### src/rtl/instruction_prefetch.sv
// Clocked instruction fetch: owns the fetch PC and issues one read at a time over req/ack.
// Returned words are queued with their addresses, and a redirect restarts fetch at a new PC.
module instruction_prefetch #(
  parameter int          ADDR_W   = 8,
  parameter int          INSTR_W  = 16,
  parameter int          DEPTH    = 4,
  parameter int unsigned RESET_PC = 0
) (
  input  logic                       clk,
  input  logic                       rst,
  output logic                       mem_req,
  output logic [ADDR_W-1:0]          mem_addr,
  input  logic                       mem_ack,
  input  logic [INSTR_W-1:0]         mem_rdata,
  input  logic                       redirect,
  input  logic [ADDR_W-1:0]          redirect_pc,
  input  logic                       halt,
  output logic                       ir_valid,
  input  logic                       ir_ready,
  output logic [INSTR_W-1:0]         ir,
  output logic [ADDR_W-1:0]          ir_pc,
  output logic [ADDR_W-1:0]          next_pc,
  output logic [$clog2(DEPTH+1)-1:0] count
);

  localparam int PTR_W = $clog2(DEPTH);
  localparam int CNT_W = $clog2(DEPTH+1);

  typedef struct packed {
    logic [ADDR_W-1:0]  pc;
    logic [INSTR_W-1:0] instr;
  } q_entry_t;

  typedef enum logic [1:0] {IDLE, REQ, DISCARD} state_t;

  state_t            state;
  logic [ADDR_W-1:0] fetch_pc;
  logic [ADDR_W-1:0] pend_pc;
  q_entry_t          q [DEPTH];
  logic [PTR_W-1:0]  rd_ptr;
  logic [PTR_W-1:0]  wr_ptr;
  logic [CNT_W-1:0]  count_q;

  logic             pop;
  logic             push;
  logic [CNT_W-1:0] cnt_after;
  logic             room_now;
  logic             room_after;

  always_comb begin
    pop        = (count_q != '0) && ir_ready;
    push       = (state == REQ) && mem_ack && !redirect;
    cnt_after  = count_q + CNT_W'(push) - CNT_W'(pop);
    room_now   = count_q < CNT_W'(DEPTH);
    room_after = cnt_after < CNT_W'(DEPTH);
  end

  always_ff @(posedge clk) begin
    if (rst) begin
      state    <= IDLE;
      mem_req  <= 1'b0;
      fetch_pc <= ADDR_W'(RESET_PC);
      pend_pc  <= '0;
      rd_ptr   <= '0;
      wr_ptr   <= '0;
      count_q  <= '0;
      for (int i = 0; i < DEPTH; i++) q[i] <= '0;
    end else begin
      // Redirect wins over any push or pop in the same cycle.
      if (redirect) begin
        rd_ptr  <= '0;
        wr_ptr  <= '0;
        count_q <= '0;
      end else begin
        if (push) begin
          q[wr_ptr] <= '{pc: fetch_pc, instr: mem_rdata};
          wr_ptr    <= wr_ptr + PTR_W'(1);
        end
        if (pop) rd_ptr <= rd_ptr + PTR_W'(1);
        count_q <= cnt_after;
      end

      case (state)
        IDLE: begin
          if (redirect) begin
            fetch_pc <= redirect_pc;
          end else if (!halt && room_now) begin
            state   <= REQ;
            mem_req <= 1'b1;
          end
        end
        REQ: begin
          if (redirect && mem_ack) begin
            fetch_pc <= redirect_pc;
            state    <= IDLE;
            mem_req  <= 1'b0;
          end else if (redirect) begin
            // Request still in flight: its data must be swallowed before refetching.
            pend_pc <= redirect_pc;
            state   <= DISCARD;
          end else if (mem_ack) begin
            fetch_pc <= fetch_pc + ADDR_W'(1);
            if (halt || !room_after) begin
              state   <= IDLE;
              mem_req <= 1'b0;
            end
          end
        end
        DISCARD: begin
          if (redirect && mem_ack) begin
            fetch_pc <= redirect_pc;
            state    <= IDLE;
            mem_req  <= 1'b0;
          end else if (redirect) begin
            pend_pc <= redirect_pc;
          end else if (mem_ack) begin
            fetch_pc <= pend_pc;
            state    <= IDLE;
            mem_req  <= 1'b0;
          end
        end
        default: begin
          state   <= IDLE;
          mem_req <= 1'b0;
        end
      endcase
    end
  end

  always_comb begin
    mem_addr = fetch_pc;
    ir_valid = count_q != '0;
    ir       = q[rd_ptr].instr;
    ir_pc    = q[rd_ptr].pc;
    next_pc  = q[rd_ptr].pc + ADDR_W'(1);
    count    = count_q;
  end

endmodule

### config.mk
export PLATFORM = sky130hd
export DESIGN_NAME = instruction_prefetch
export DESIGN_NICKNAME = d
export VERILOG_FILES = /design/src/rtl/instruction_prefetch.sv
export SDC_FILE = /design/constraint.sdc
export NUM_CORES = 1
export LEC_CHECK = 0
export CORE_AREA = 2 2 115 117
export CTS_BUF_LIST = sky130_fd_sc_hd__clkbuf_2 sky130_fd_sc_hd__clkbuf_4 sky130_fd_sc_hd__clkbuf_8
export DETAILED_ROUTE_END_ITERATION = 6
export DIE_AREA = 0 0 117 119
export PLACE_DENSITY = 0.68
export SETUP_SLACK_MARGIN = 0.05
export SYNTH_ARGS = -nofsm -noshare
export SYNTH_HDL_FRONTEND = slang
export SYNTH_SLANG_ARGS = --single-unit
### constraint.sdc
create_clock -name clk -period 4.03 [get_ports clk]
set_input_delay 0.403 -clock clk [delete_from_list [all_inputs] [get_ports clk]]
set_output_delay 0.403 -clock clk [all_outputs]
set_load 0.1 [all_outputs]
==> metrics.cfg <==
[status]
outcome = complete, no violations

[cts]
cts_max_level = 4
cts_tree = built
clock_sinks = 124
cts_setup_buffers = 0
postCtsHoldBufs = 0
cts_root_buf = clkbuf_8
cts.repair.resized = 0
cts_inserted_buffers = 17
cts_buffer_depth = 2
clock_latency_ns = 0.42
clkSlewWorstSetupHoldPaths_ns = 0.06

[yosys]
synth.area.top_cells = edfxtp_1, dfxtp_1, mux4_2
ys_types = 47
synth-compound-area-share_pct = 4.669
yosysTopAreaCellShare_pct = 51.47
synth_area_um2 = 5600
ys_ff_latch = 124
synth_area_leader_cell = edfxtp_1
ys_warn_count = 0
netlist_top_cells_count = edfxtp_1, nor2_1, nand2_1, inv_1, dfxtp_1
synthSimpleGateAreaFrac_pct = 13.36
async_flop_share_pct = 0
synth_xor_area_share_pct = 2.458
synth_top_family_by_area = simple AND/OR/NAND/NOR gates
synthMostInstantiatedCell = edfxtp_1
synth_seq_area_share_pct = 61.48
synth_nets = 489
ys.flop_type = edfxtp_1
avgSynthCellArea_um2 = 12.42
syn_inst = 451
synthMuxAreaShare_pct = 11.66
synth_edf_count = 96
yosys.area_share.adder_pct = 1.921

[floorplanning]
num_rows = 42
start_util_pct = 43.50
fp.dieW_um = 117
die_area_um2 = 13920
die_h_um = 119
core_um2 = 12870
boundaryPins = 75

[placement]
portBuffers = 74
gp_congestion = 0.8153
dpl.hpwl_um = 7501
dpl.cell_count = 688

[routing]
postRouteWirelength_um = 11480
num_vias = 3605
remaining_drc_errors = 0
postRouteAntennaNets = 0
drtPass1Iterations = 4
via_per_inst = 5.021
wl_per_cell_um = 15.99
drtIter0Drc = 294

[final_layout]
stdcell_count = 718
antenna_cells = 0
nets = 569
layout-drive-gt1-share_pct = 18.45
area_growth_pct = 21.58

[worst_setup_path]
cp_max_fo = 9
start_kind = flip-flop
cp-end-kind = flip-flop
slowest_stage = fa_1
setup.worst_path.class = reg -> reg
crit_path_max_incr_delay_ns = 0.37
path_cells = inv_1 -> ha_1 -> nand2_1 -> nor2_1 -> inv_1 -> ha_1 -> inv_1 -> ha_1 -> fa_1 -> xor3_1 -> nand3_1 -> a21oi_1 -> nor2_1 -> o221a_2
critical_path_arrival_ns = 3.47
cp.required_ns = 4.34

[job]
maxCapViolCount = 0

[sta]
fin_worst_skew_ns = 0.009159
setup-tns-final_ns = 0
report.final.setup_viol = 0
fmax_mhz = 316.6
fin_crit_sh_pct = 78.38
fin_crit_ns = 3.159
hold_viol = 0
worst_pin_slew_ns = 0.9796
rsz0062_at_grt = no
slew_violations = 0
relSlewSlack_pct = 34.49

[pwr]
vdd.ir_drop.worst_v = 0.0005943
p_per_area_nw_per_um2 = 533.0
p_leak_nw = 2.666

[global_routing]
use_met2_pct = 29.88
grt_max_degree = 26
grt_pass1_vias = 3735
antenna_found_initial = 0
grt_usage_pct = 17.54
top_usage_layer = met2
gr-usage-met3_pct = 4.326
grt_pass1_wl_um = 18460
grt_overflow = 0
grt_use_met1_pct = 21.83

[min_path]
hp-class = reg -> reg

==> critical path, delay by kind of cell (launching register included) <==
kind | cells | cell delay, ns
fa+ha+maj | 4 | 1.17
compound gates | 2 | 0.48
buf+inv | 3 | 0.23
flops | 1 | 0.32
xor+xnor | 1 | 0.23
simple gates | 4 | 0.61
==> power breakdown <==
part	internal [mW]	total, mW	leakage [nW]	switching (mW)
clock network	0.489	0.938	0.173	0.449
logic	0.315	1.12	1.27	0.808
registers	1.48	1.57	1.22	0.0884
total	2.28	3.63	2.67	1.35
==> logic make-up after synthesis <==
family / after synthesis
multiplexers: 34
flip-flops: 124
AO/OA/AOI/OAI: 40
buffers and inverters: 59
XOR/XNOR: 14
AND/OR/NAND/NOR: 172
adder cells (fa/ha/maj): 8
==> final timing paths <==
kind | cells after the start | to | from | slack (ns)
worst max-delay path | 14 | mem_req | state[1] | 0.87
worst min-delay path | 2 | pend_pc[7] | pend_pc[7] | 0.50
worst max register to register | 14 | mem_req | state[1] | 0.87
worst min register to register | 2 | pend_pc[7] | pend_pc[7] | 0.50
==> through the flow <==
| step | cell area [um^2] | total power [mW] | setup WS [ns] | util [%] | hold slack, ns |
|---|---|---|---|---|---|
| CTS | 6809 | 3.654 | 0.8799 | 52.89 | 0.5028 |
| detailed placement | 6475 | 2.713 | 0.5642 | 50.29 | 0.4842 |
| global placement | 6475 | 2.699 | 0.6900 | 50.29 | 0.4743 |
| floorplan | 5600 | 2.446 | 0.1910 | - | 0.4548 |
| global route | 6809 | 3.790 | 0.5970 | 52.89 | 0.5304 |
| finish | 6809 | 3.629 | 0.8715 | 52.89 | 0.4963 |
==> layout by cell type (no fill, tap or decap), drive strengths merged, types with 9 or more instances in the layout <==
cell / synthesis / final
and2: 15 / 15
inv: 37 / 37
clkdlybuf4s50: 0 / 45
mux2i: 9 / 9
xnor2: 9 / 9
nor2: 94 / 94
o21ai: 15 / 15
mux4: 24 / 24
dfxtp: 28 / 28
nand2: 41 / 41
edfxtp: 96 / 96
clkbuf: 11 / 20
buf: 11 / 38
==> registers in the layout, summed over array words and instances, names as in the netlist, named ones only <==
name / count
mem_addr: 8
mem_req: 1
rd_ptr: 2
wr_ptr: 2
state: 2
q: 96
pend_pc: 8
count: 3
==> area by class of cell <==
type,instances,area (um^2)
fillers,1124,6066
inverters,37,138.9
repair buffers,83,748.2
clock inverters,10,77.57
well taps,176,220.2
flip-flops and latches,124,3445
clock buffers,20,256.5
multi-input cells,268,1923
==> layer usage <==
layer  vias up  routed length, um
met4         0                113
met3        13                682
li1       1749                  -
met1      1723               4781
met5         -                  0
met2       120               5906
No activity file was read; power rests on OpenSTA's default activity.
